File: src/rtl/reg_write_arbiter_if.sv
// Bundle of requester handshake signals and the register-file write port
// shared between the requesters and the write-port arbiter.
interface reg_write_arbiter_if #(
  parameter int WIDTH = 32
);
  logic             req0;
  logic [4:0]       start0;
  logic             dir0;
  logic [2:0]       len0;
  logic [WIDTH-1:0] data0;
  logic             req1;
  logic [4:0]       start1;
  logic             dir1;
  logic [2:0]       len1;
  logic [WIDTH-1:0] data1;
  logic             ack0;
  logic             ack1;
  logic             done0;
  logic             done1;
  logic             busy;
  logic             wr_enable;
  logic [4:0]       wr_regnum;
  logic [WIDTH-1:0] wr_data;

  // Requester side: raises requests and burst fields, observes the port.
  modport master (
    output req0, start0, dir0, len0, data0,
    output req1, start1, dir1, len1, data1,
    input  ack0, ack1, done0, done1, busy,
    input  wr_enable, wr_regnum, wr_data
  );

  // Arbiter side: consumes requests, owns the register-file write port.
  modport slave (
    input  req0, start0, dir0, len0, data0,
    input  req1, start1, dir1, len1, data1,
    output ack0, ack1, done0, done1, busy,
    output wr_enable, wr_regnum, wr_data
  );
endinterface

File: src/rtl/reg_write_arbiter.sv
// Round-robin arbiter and burst sequencer for the single register-file
// write port. A granted requester's burst writes len+1 consecutive
// registers (up or down, never register 0) with incrementing data.
// Every output is a flop; nothing combinational reaches the ports.
module reg_write_arbiter #(
  parameter int WIDTH = 32
) (
  input logic              clock,
  input logic              reset,
  reg_write_arbiter_if.slave bus
);

  typedef enum logic [1:0] {
    IDLE  = 2'd0,
    BURST = 2'd1,
    DONE  = 2'd2
  } state_t;

  state_t           state_r;
  logic             ptr_r;
  logic             win_r;
  logic             dir_r;
  logic [2:0]       len_r;
  logic [2:0]       beat_r;
  logic             ack0_r;
  logic             ack1_r;
  logic             done0_r;
  logic             done1_r;
  logic             busy_r;
  logic             wr_enable_r;
  logic [4:0]       wr_regnum_r;
  logic [WIDTH-1:0] wr_data_r;

  logic             win_s;
  logic [4:0]       start_s;
  logic             dir_s;
  logic [2:0]       len_s;
  logic [WIDTH-1:0] data_s;

  localparam logic [WIDTH-1:0] DATA_ONE = {{(WIDTH-1){1'b0}}, 1'b1};

  // Register 0 is hard-wired, so a landing on it is pushed one more step
  // in the direction of travel.
  function automatic logic [4:0] skip_zero(input logic [4:0] r, input logic up);
    if (r == 5'd0) begin
      skip_zero = up ? 5'd1 : 5'd31;
    end else begin
      skip_zero = r;
    end
  endfunction

  // Next register of a burst, wrapping modulo 32 and skipping register 0.
  function automatic logic [4:0] step_reg(input logic [4:0] r, input logic up);
    logic [4:0] n;
    n = up ? (r + 5'd1) : (r - 5'd1);
    step_reg = skip_zero(n, up);
  endfunction

  // Pick the winner among pending requests: a lone request wins, a tie
  // goes to the requester named by the round-robin pointer.
  always_comb begin
    win_s = 1'b0;
    if (bus.req0 && bus.req1) begin
      win_s = ptr_r;
    end else if (bus.req1) begin
      win_s = 1'b1;
    end else begin
      win_s = 1'b0;
    end
  end

  // Route the winner's burst fields toward the latch.
  always_comb begin
    start_s = bus.start0;
    dir_s   = bus.dir0;
    len_s   = bus.len0;
    data_s  = bus.data0;
    if (win_s) begin
      start_s = bus.start1;
      dir_s   = bus.dir1;
      len_s   = bus.len1;
      data_s  = bus.data1;
    end else begin
      start_s = bus.start0;
      dir_s   = bus.dir0;
      len_s   = bus.len0;
      data_s  = bus.data0;
    end
  end

  // Grant/burst/done sequencer; all port values are computed one cycle
  // ahead so that they appear straight from flops.
  always_ff @(posedge clock) begin
    if (reset) begin
      state_r     <= IDLE;
      ptr_r       <= 1'b0;
      win_r       <= 1'b0;
      dir_r       <= 1'b0;
      len_r       <= 3'd0;
      beat_r      <= 3'd0;
      ack0_r      <= 1'b0;
      ack1_r      <= 1'b0;
      done0_r     <= 1'b0;
      done1_r     <= 1'b0;
      busy_r      <= 1'b0;
      wr_enable_r <= 1'b0;
      wr_regnum_r <= 5'd0;
      wr_data_r   <= {WIDTH{1'b0}};
    end else begin
      case (state_r)
        IDLE: begin
          done0_r <= 1'b0;
          done1_r <= 1'b0;
          if (bus.req0 || bus.req1) begin
            state_r     <= BURST;
            win_r       <= win_s;
            ptr_r       <= ~win_s;
            dir_r       <= dir_s;
            len_r       <= len_s;
            beat_r      <= 3'd0;
            ack0_r      <= ~win_s;
            ack1_r      <= win_s;
            busy_r      <= 1'b1;
            wr_enable_r <= 1'b1;
            wr_regnum_r <= skip_zero(start_s, dir_s);
            wr_data_r   <= data_s;
          end else begin
            ack0_r      <= 1'b0;
            ack1_r      <= 1'b0;
            busy_r      <= 1'b0;
            wr_enable_r <= 1'b0;
            wr_regnum_r <= 5'd0;
            wr_data_r   <= {WIDTH{1'b0}};
          end
        end
        BURST: begin
          ack0_r <= 1'b0;
          ack1_r <= 1'b0;
          busy_r <= 1'b1;
          if (beat_r == len_r) begin
            state_r     <= DONE;
            wr_enable_r <= 1'b0;
            wr_regnum_r <= 5'd0;
            wr_data_r   <= {WIDTH{1'b0}};
            done0_r     <= ~win_r;
            done1_r     <= win_r;
          end else begin
            beat_r      <= beat_r + 3'd1;
            wr_enable_r <= 1'b1;
            wr_regnum_r <= step_reg(wr_regnum_r, dir_r);
            wr_data_r   <= wr_data_r + DATA_ONE;
          end
        end
        DONE: begin
          state_r     <= IDLE;
          ack0_r      <= 1'b0;
          ack1_r      <= 1'b0;
          done0_r     <= 1'b0;
          done1_r     <= 1'b0;
          busy_r      <= 1'b0;
          wr_enable_r <= 1'b0;
        end
        default: begin
          state_r     <= IDLE;
          ack0_r      <= 1'b0;
          ack1_r      <= 1'b0;
          done0_r     <= 1'b0;
          done1_r     <= 1'b0;
          busy_r      <= 1'b0;
          wr_enable_r <= 1'b0;
          wr_regnum_r <= 5'd0;
          wr_data_r   <= {WIDTH{1'b0}};
        end
      endcase
    end
  end

  assign bus.ack0      = ack0_r;
  assign bus.ack1      = ack1_r;
  assign bus.done0     = done0_r;
  assign bus.done1     = done1_r;
  assign bus.busy      = busy_r;
  assign bus.wr_enable = wr_enable_r;
  assign bus.wr_regnum = wr_regnum_r;
  assign bus.wr_data   = wr_data_r;

endmodule
File: src/flat_wrapper.sv
// flat-port wrapper written by rule: the top's interface ports become plain ports
module reg_write_arbiter_flat 
#(
  parameter int WIDTH = 32
)
  (clock, reset, bus_req0, bus_start0, bus_dir0, bus_len0, bus_data0, bus_req1, bus_start1, bus_dir1, bus_len1, bus_data1, bus_ack0, bus_ack1, bus_done0, bus_done1, bus_busy, bus_wr_enable, bus_wr_regnum, bus_wr_data);
  reg_write_arbiter_if #(.WIDTH(WIDTH)) bus_i ();
  input logic clock;
  input logic reset;
  input wire logic [$bits(bus_i.req0)-1:0] bus_req0;
  input wire logic [$bits(bus_i.start0)-1:0] bus_start0;
  input wire logic [$bits(bus_i.dir0)-1:0] bus_dir0;
  input wire logic [$bits(bus_i.len0)-1:0] bus_len0;
  input wire logic [$bits(bus_i.data0)-1:0] bus_data0;
  input wire logic [$bits(bus_i.req1)-1:0] bus_req1;
  input wire logic [$bits(bus_i.start1)-1:0] bus_start1;
  input wire logic [$bits(bus_i.dir1)-1:0] bus_dir1;
  input wire logic [$bits(bus_i.len1)-1:0] bus_len1;
  input wire logic [$bits(bus_i.data1)-1:0] bus_data1;
  output wire logic [$bits(bus_i.ack0)-1:0] bus_ack0;
  output wire logic [$bits(bus_i.ack1)-1:0] bus_ack1;
  output wire logic [$bits(bus_i.done0)-1:0] bus_done0;
  output wire logic [$bits(bus_i.done1)-1:0] bus_done1;
  output wire logic [$bits(bus_i.busy)-1:0] bus_busy;
  output wire logic [$bits(bus_i.wr_enable)-1:0] bus_wr_enable;
  output wire logic [$bits(bus_i.wr_regnum)-1:0] bus_wr_regnum;
  output wire logic [$bits(bus_i.wr_data)-1:0] bus_wr_data;
  assign bus_i.req0 = bus_req0;
  assign bus_i.start0 = bus_start0;
  assign bus_i.dir0 = bus_dir0;
  assign bus_i.len0 = bus_len0;
  assign bus_i.data0 = bus_data0;
  assign bus_i.req1 = bus_req1;
  assign bus_i.start1 = bus_start1;
  assign bus_i.dir1 = bus_dir1;
  assign bus_i.len1 = bus_len1;
  assign bus_i.data1 = bus_data1;
  assign bus_ack0 = bus_i.ack0;
  assign bus_ack1 = bus_i.ack1;
  assign bus_done0 = bus_i.done0;
  assign bus_done1 = bus_i.done1;
  assign bus_busy = bus_i.busy;
  assign bus_wr_enable = bus_i.wr_enable;
  assign bus_wr_regnum = bus_i.wr_regnum;
  assign bus_wr_data = bus_i.wr_data;
  reg_write_arbiter #(.WIDTH(WIDTH)) u_core (.clock(clock), .reset(reset), .bus(bus_i));
endmodule
File: config.mk
export PLATFORM = sky130hd
export DESIGN_NAME = reg_write_arbiter_flat
export DESIGN_NICKNAME = d
export VERILOG_FILES = /design/src/rtl/reg_write_arbiter_if.sv /design/src/rtl/reg_write_arbiter.sv /design/src/flat_wrapper.sv
export SDC_FILE = /design/constraint.sdc
export NUM_CORES = 1
export LEC_CHECK = 0
export CELL_PAD_IN_SITES_DETAIL_PLACEMENT = 2
export CELL_PAD_IN_SITES_GLOBAL_PLACEMENT = 2
export CORE_UTILIZATION = 25
export CTS_CLUSTER_SIZE = 30
export DETAILED_ROUTE_END_ITERATION = 10
export PLACE_DENSITY_LB_ADDON = 0.1
export SYNTH_ARGS = -nofsm -noshare
export SYNTH_HDL_FRONTEND = slang
export SYNTH_SLANG_ARGS = --single-unit
File: constraint.sdc
create_clock -name clock -period 2.7 [get_ports clock]
set_input_delay 0.54 -clock clock [delete_from_list [all_inputs] [get_ports clock]]
set_output_delay 0.54 -clock clock [all_outputs]
set_load 0.02 [all_outputs]
After elaboration in Yosys (flattened, before gate mapping)
Cells that the tools add are included.
- bits in registers: 54
- output and inout bits: 43
- logic and storage cells: 67
- add/sub/neg operators: 4
- equal/unequal tests: 6
- muxes and demuxes: 27
- bitwise logic cells: 5
- reduce and logical (&&, ||, !) cells: 11
- operator list (operator ; count):
    32-bit 2-to-1 mux ; 3
    32-bit case mux with 3 select lines ; 1
    5-bit 2-to-1 mux ; 8
    32-bit by 1-bit adder with 32-bit output, second input constant ; 1
    5-bit case mux with 3 select lines ; 1
    5-bit logical NOT ; 2
    3-bit 2-to-1 mux ; 3
    3-bit case mux with 2 select lines ; 1
    5-bit by 1-bit adder with 5-bit output, second input constant ; 1
    1-bit 2-to-1 mux ; 5
    1-bit inverter ; 5
    5-bit by 1-bit subtractor with 5-bit output, second input constant ; 1
    2-bit 2-to-1 mux ; 2
    2-bit by 1-bit inequality test with 1-bit output, second input constant ; 2
    1-bit case mux with 2 select lines ; 2
    2-bit case mux with 2 select lines ; 1
    2-bit AND reduction ; 2
    3-bit by 1-bit adder with 3-bit output, second input constant ; 1
    3-bit == test ; 1
    3-bit AND reduction ; 1
    3-bit OR reduction ; 1
    2-bit by 1-bit == test with 1-bit output, second input constant ; 1
    2-bit == test, second input constant ; 1
    2-bit logical NOT ; 1
    other kinds (5) ; 5

Longest topological paths before layout
Gate-level depths: netlist (run 1).
- word-level depth: 7
- mapped depth: 7
- depth with buffers taken out: 7

Worst setup path after synthesis (run 1)
OpenSTA, ideal clock, no wires.
- path kind: flip-flop to flip-flop
- from: register u_core.dir_r
- to: register u_core.wr_regnum_r[3], in the netlist u_core.bus.wr_regnum[3]
- setup time: 0.083 ns
- arrival time: 2.037 ns
- setup slack: 0.580 ns
- stages on the path, launching flop included: 8
- path buffers: 0
- cells stage by stage: dfxtp_1 > inv_1 > ha_1 > and3_1 > or3_1 > a211oi_1 > nand3_1 > o221ai_1
- longest elaborated chain between the ends: 5
- ends and longest elaborated chain (what ; RTL line ; text):
    start, declared ; reg_write_arbiter.sv:22 ; logic dir_r;
    start signal, assigned ; reg_write_arbiter.sv:118 ; dir_r <= dir_s;
    5-bit 2-to-1 mux ; reg_write_arbiter.sv:55 ; n = up ? (r + 5'd1) : (r - 5'd1);
    5-bit logical NOT ; reg_write_arbiter.sv:45 ; if (r == 5'd0) begin
    5-bit 2-to-1 mux (*) ; reg_write_arbiter.sv:45 ;
    5-bit 2-to-1 mux (*) ; reg_write_arbiter.sv:140 ; if (beat_r == len_r) begin
    5-bit case mux with 3 select lines (*) ; reg_write_arbiter.sv:110 ; case (state_r)
    end signal, assigned ; reg_write_arbiter.sv:125 ; wr_regnum_r <= skip_zero(start_s, dir_s);
    end signal, assigned ; reg_write_arbiter.sv:150 ; wr_regnum_r <= step_reg(wr_regnum_r, dir_r);
    end, declared ; reg_write_arbiter.sv:31 ; logic [4:0] wr_regnum_r;
Every way passes the cells marked *; elsewhere a longest branch is shown, timed or not.
A chain may end at the register's enable or synchronous reset.

Worst setup path after layout (run 1)
Same ends and word-level chain as after synthesis.

==> flow_metrics.py, run 1 <==
metrics = {
    "worst_hold_path": {
        "min_from": "u_core.ptr_r",
        "hold_path_class": "register to register",
        "hold_depth": 2,
    },
    "sta": {
        "timing.final.max_slew_violations": 0,
        "setup_viol": 0,
        "worst_pin_slew_ns": 0.5699,
        "finalCritPeriodShare": 0.9278,
        "min_period_ns": 2.505,
        "finalHoldViolCount": 0,
        "rsz0062_at_grt": "false",
        "relSlewSlack": 0.6178,
        "max_freq_mhz": 399.2,
        "setup-tns-final_ns": 0,
        "final.setup_skew_ns": 0.004384,
    },
    "global_route": {
        "grt_use_total": 0.2000,
        "antenna_found_initial": 0,
        "grt_pass1_vias": 4036,
        "grt_max_degree": 47,
        "grt_pass1_wl_mm": 22.25,
        "globalRouteOverflowTotal": 0,
    },
    "final_layout": {
        "layout_commonest_cell": "clkdlybuf4s50_1",
        "area_growth_pct": 48.83,
        "ff_latch_area_mm2": 0.001081,
        "drive_gt1_frac": 0.1232,
        "antennaDiodeCount": 0,
        "layout_common_cells": "clkdlybuf4s50_1, dfxtp_1, nor2_1, nand2_1, mux2_2",
        "multi_input_area_mm2": 0.002270,
        "num-nets-final": 636,
        "fillers": 1519,
    },
    "placement": {
        "gp_congestion": 0.8303,
        "io_buffers": 128,
        "dp_hpwl_mm": 10.25,
    },
    "worst_setup_path": {
        "endpoint_kind": "register",
        "cp_data_arrival_time_ns": 2.73,
        "start_kind": "register",
        "cp.required_ns": 2.93,
        "path_max_fanout": 7,
        "cp-startpoint": "u_core.dir_r",
        "reg2reg_from": "u_core.dir_r",
        "worstSetupPathType": "register to register",
        "r2r_cells": 7,
    },
    "power": {
        "leakage_nw": 1.844,
        "finalPower_mw": 2.929,
        "ir_drop_v": 0.0002581,
        "power_density_mw_per_mm2": 566.8,
    },
    "logic_synthesis": {
        "synth_top_area_cell": "dfxtp_1",
        "avgSynthCellArea_um2": 8.267,
        "yosys.area.top_type_share": 0.3114,
        "synth_area_mm2": 0.003472,
        "synth_edf_count": 0,
        "ys_seq_area_frac": 0.3114,
        "netlist_instances": 420,
        "ys_types": 59,
        "async_reset_ff_frac": 0,
        "ys_seq_elements": 54,
        "synth_area_leaders": "dfxtp_1, mux2_2, nor2_1",
        "synth_ff_type": "dfxtp_1",
        "synthesis.nets": 513,
        "synth_warnings": 0,
    },
    "clock_network": {
        "cts_max_level": 2,
        "clk_path_buf_depth": 2,
        "cts_resized": 0,
        "cts-root-buf": "clkbuf_16",
        "clk_latency_ns": 0.31,
        "cts_tree": "done",
        "postCtsSetupBuffers": 0,
        "cts_buffers": 5,
        "ctsHoldBuffers": 0,
        "clk_pin_slew_ns": 0.07,
        "clock_sinks": 54,
    },
    "routing": {
        "wl_per_cell_um": 19.38,
        "vias_per_cell": 5.400,
        "vias": 3888,
        "drt_pass1_iterations": 5,
        "drc": 0,
        "dr.first_iter.drc_count": 184,
        "route.antenna.remaining_nets": 0,
        "routed_wl_mm": 13.95,
    },
    "floorplanning": {
        "io_pins": 129,
        "die-area_mm2": 0.01436,
        "start_util": 0.2591,
        "fp.dieW_um": 119.9,
        "die_y_um": 119.9,
        "core.rowCount": 42,
        "coreArea_mm2": 0.01340,
    },
    "flow_run": {
        "cap_violations": 0,
    },
    "outcome": {
        "status": "finished, final reports clean",
    },
}
-- Yosys cell counts, types with 4 or more instances --
master,number
a21oi_1,19
a222oi_1,6
a22oi_1,13
a311oi_1,4
a31oi_1,14
and3_1,6
and4_1,4
buf_1,5
clkbuf_1,19
dfxtp_1,54
ha_1,6
inv_1,6
mux2_2,28
mux2i_1,4
nand2_1,40
nand2b_1,6
nand3_1,10
nand4_1,8
nor2_1,41
nor3_1,12
nor4_1,5
o21ai_0,17
o22ai_1,8
o31a_1,7
or3_1,11
or4_1,5
xnor2_1,10
xor2_1,7
-- final timing paths --
path / to / slack (ns)
min reg2reg: u_core.ptr_r / 0.51
max reg2reg: u_core.bus.wr_regnum[3] / 0.19
min: u_core.ptr_r / 0.51
max: u_core.bus.wr_regnum[3] / 0.19
-- per-stage QoR --
stage	std cells	setup slack, ns	utilization	area, µm²	hold WS (ns)
3_3_place_gp	712	0.3206	0.3733	5002	0.4622
6_report	720	0.1949	0.3856	5167	0.5058
2_1_floorplan	420	0.5801	-	3472	0.4635
5_1_grt	720	0.006313	0.3856	5167	0.5521
4_1_cts	720	0.2012	0.3856	5167	0.5091
3_5_place_dp	712	0.2178	0.3733	5002	0.4945
-- power breakdown --
part	internal [mW]	switching [mW]	total [mW]
Combinational	0.536	0.600	1.14
Sequential	0.898	0.137	1.04
Clock	0.435	0.322	0.758
Total	1.87	1.06	2.93
-- routing by layer --
layer,vias up,share of wire,global-route usage
met1,1926,0.46,0.2619
li1,1842,-,-
met5,-,0,0
met2,112,0.48,0.3382
met4,0,0.0098,0.05547
met3,8,0.055,0.03184
-- critical path: stages, from the launching register on --
cell and delay (ns):
dfxtp_1 0.32, inv_1 0.22, ha_1 0.34, and3_1 0.20
or3_1 0.37, a211oi_1 0.54, nand3_1 0.21, o221ai_1 0.21
-- layout make-up --
class | instances | share of cell area
multi-input cells | 332 | 0.4392
repair buffers | 144 | 0.2726
flip-flops and latches | 54 | 0.2092
well taps | 176 | 0.04261
clock buffers | 5 | 0.02421
clock inverters | 3 | 0.007748
inverters | 6 | 0.004358
-- sequential cells by signal, summed over array words and instances (netlist names), 2 cells and up --
register	cells
u_core.beat_r	3
u_core.bus.wr_regnum	5
u_core.state_r	2
u_core.len_r	3
u_core.bus.wr_data	32
-- cells by family after synthesis --
logic type,share of synthesized area
AOI/OAI and AO/OA,0.2173
adders and majority gates,0.02739
muxes,0.1023
DFF,0.3114
and+or+nand+nor,0.2591
buffers and inverters,0.03964
xor gates and xnor gates,0.04288
Power figures use the tool's default switching activity.
==> inputs of run 2 (changes only) <==
Settings changed: ABC_AREA set to 1, CORE_UTILIZATION 25 to 24.
==> flow_metrics.py, run 2 <==
metrics = {
    "clock_network": {
        "ctsHoldBuffers": 0,
        "postCtsSetupBuffers": 0,
        "cts_max_level": 2,
        "cts_resized": 0,
        "clk_path_buf_depth": 2,
        "cts_tree": "done",
        "clk_latency_ns": 0.32,
        "clk_pin_slew_ns": 0.08,
        "cts_buffers": 5,
        "cts-root-buf": "clkbuf_16",
        "clock_sinks": 54,
    },
    "worst_hold_path": {
        "hold_path_class": "register to register",
        "min_from": "u_core.ptr_r",
    },
    "sta": {
        "timing.final.max_slew_violations": 0,
        "max_freq_mhz": 457.8,
        "relSlewSlack": 0.2445,
        "rsz0062_at_grt": "false",
        "setup_slack_ns": 0.5155,
        "setup-tns-final_ns": 0,
        "worst_pin_slew_ns": 1.132,
        "setup_viol": 0,
        "finalCritPeriodShare": 0.8091,
        "finalHoldViolCount": 0,
        "min_period_ns": 2.184,
        "final.setup_skew_ns": 0.008824,
    },
    "worst_setup_path": {
        "crit_top_cell": "inv_1",
        "path_max_fanout": 29,
        "cp_cell_sequence": "inv_1 -> nor2_1 -> nand2_1 -> inv_1 -> nand3_1 -> nand3_1 -> nand2_1 -> inv_1",
        "worstSetupPathType": "register to register",
        "slowest_delay_ns": 0.83,
        "endpoint_kind": "register",
        "reg2reg_from": "u_core.state_r[0]",
        "cp.required_ns": 2.96,
        "path_delay_family": "buffers and inverters",
        "start_kind": "register",
        "cp-startpoint": "u_core.state_r[0]",
        "cp_data_arrival_time_ns": 2.45,
        "worst-path-buf-inv": 3,
        "critPathSlowestCell": "inv_1",
    },
    "logic_synthesis": {
        "yosysMostFrequentCell": "nand2_1",
        "ys_types": 39,
        "async_reset_ff_frac": 0,
        "synth_top_family_by_area": "simple AND/OR/NAND/NOR gates",
        "ys_seq_area_frac": 0.2811,
        "synth-simple-area-share": 0.4073,
        "netlist_instances": 609,
        "synth_edf_count": 0,
        "synth_area_leaders": "dfxtp_1, nand2_1, inv_1",
        "synth_xor_area_frac": 0.02733,
        "synth_top_area_cell": "dfxtp_1",
        "synthMuxAreaShare": 0,
        "avgSynthCellArea_um2": 6.316,
        "synthesis.nets": 702,
        "synth_ff_type": "dfxtp_1",
        "synth.top_cells.by_count": "nand2_1, inv_1, nand3_1",
        "ys_seq_elements": 54,
        "synth_area_mm2": 0.003846,
        "synth_warnings": 0,
        "yosys.area.top_type_share": 0.2811,
        "synth_compound_area_frac": 0.1262,
        "yosys.area_share.adder": 0.02472,
    },
    "floorplanning": {
        "fp.dieW_um": 128.6,
        "io_pins": 129,
        "core.rowCount": 45,
        "die-area_mm2": 0.01654,
        "start_util": 0.2493,
        "die_y_um": 128.6,
        "coreArea_mm2": 0.01543,
    },
    "power": {
        "swShare": 0.4122,
        "power.share.clock": 0.228,
        "p_switching_mw": 1.309,
        "intPower_mw": 1.867,
        "p_seq_frac": 0.336,
        "p_comb_frac": 0.436,
        "power_density_mw_per_mm2": 575.6,
        "leakage_nw": 2.534,
        "ir_drop_v": 0.0003111,
    },
    "placement": {
        "gp_congestion": 0.7757,
        "dp_hpwl_mm": 12.31,
        "dpl_worst_slack_ns": 0.2384,
        "io_buffers": 128,
        "placed_area_mm2": 0.005368,
    },
    "global_route": {
        "grt_use_total": 0.1974,
        "antenna_found_initial": 0,
        "grt_pass1_vias": 4864,
        "globalRouteOverflowTotal": 0,
        "grt_pass1_wl_mm": 25.15,
        "grt_max_degree": 36,
    },
    "routing": {
        "route.antenna.remaining_nets": 0,
        "vias_per_cell": 4.681,
        "dr.first_iter.drc_count": 105,
        "drt_pass1_iterations": 4,
        "wl_per_cell_um": 16.46,
        "drc": 0,
        "routed_wl_mm": 15.56,
        "vias": 4424,
    },
    "final_layout": {
        "area_growth_pct": 43.49,
        "layout_common_cells": "nand2_1, clkdlybuf4s50_1, inv_1, nand3_1, dfxtp_1",
        "drive_gt1_frac": 0.06131,
        "num-nets-final": 826,
        "antennaDiodeCount": 0,
        "final_area_mm2": 0.005519,
        "layout_commonest_cell": "nand2_1",
        "largest_reg_flops": 32,
    },
    "outcome": {
        "status": "finished, final reports clean",
    },
    "flow_run": {
        "cap_violations": 0,
    },
}
run 2: tightest hold or removal path: cells and delay by family (launching register included):
kind	cells	cell delay (ns)
flip-flops	1	0.30
buffers and inverters	1	0.08
AO/OA/AOI/OAI	1	0.07
run 2: cells by family after synthesis:
| group | count (synthesis) |
|---|---|
| xor gates and xnor gates | 12 |
| adders and majority gates | 7 |
| buffers and inverters | 122 |
| AOI/OAI and AO/OA | 71 |
| and+or+nand+nor | 343 |
| DFF | 54 |
run 2: per-layer routing:
| metal | GRT usage | vias to the layer above | part of all wire |
|---|---|---|---|
| li1 | - | 2204 | - |
| met1 | 0.2257 | 2134 | 0.42 |
| met2 | 0.3812 | 79 | 0.53 |
| met3 | 0.02952 | 7 | 0.036 |
| met4 | 0.04567 | 0 | 0.0091 |
| met5 | 0 | - | 0 |
run 2: worst paths after layout:
path | endpoint | slack, ns | cells after the start
setup / recovery | u_core.bus.wr_data[16] | 0.52 | 8
hold / removal | u_core.ptr_r | 0.50 | 2
setup reg to reg | u_core.bus.wr_data[16] | 0.52 | 8
hold reg to reg | u_core.ptr_r | 0.50 | 2
run 2: power groups by stage:
stage	combinational [mW]	clock, mW	sequential [mW]
after detailed placement	1.41	0	1.09
after CTS	1.42	0.760	1.07
final	1.38	0.726	1.07
after floorplan	0.733	0	1.15
after global placement	1.34	0	1.08
after global routing	1.54	0.783	1.09
run 2: area by class of cell:
type	instances	area, µm²
Fill cell	1862	9908
Multi-Input combinational cell	433	2255
Timing Repair Buffer	136	1379
Sequential cell	54	1081
Inverter	103	389.1
Tap cell	211	264.0
Clock buffer	5	125.1
Clock inverter	3	26.28
run 2: through the flow:
stage          instances  power (mW)  hold slack [ns]    util
6_report             945       3.177           0.4958  0.3577
5_1_grt              945       3.415           0.5234  0.3577
4_1_cts              945       3.248           0.4976  0.3577
3_5_place_dp         937       2.497           0.4790  0.3479
3_3_place_gp         937       2.426           0.4661  0.3479
2_1_floorplan        609       1.886           0.4577       -
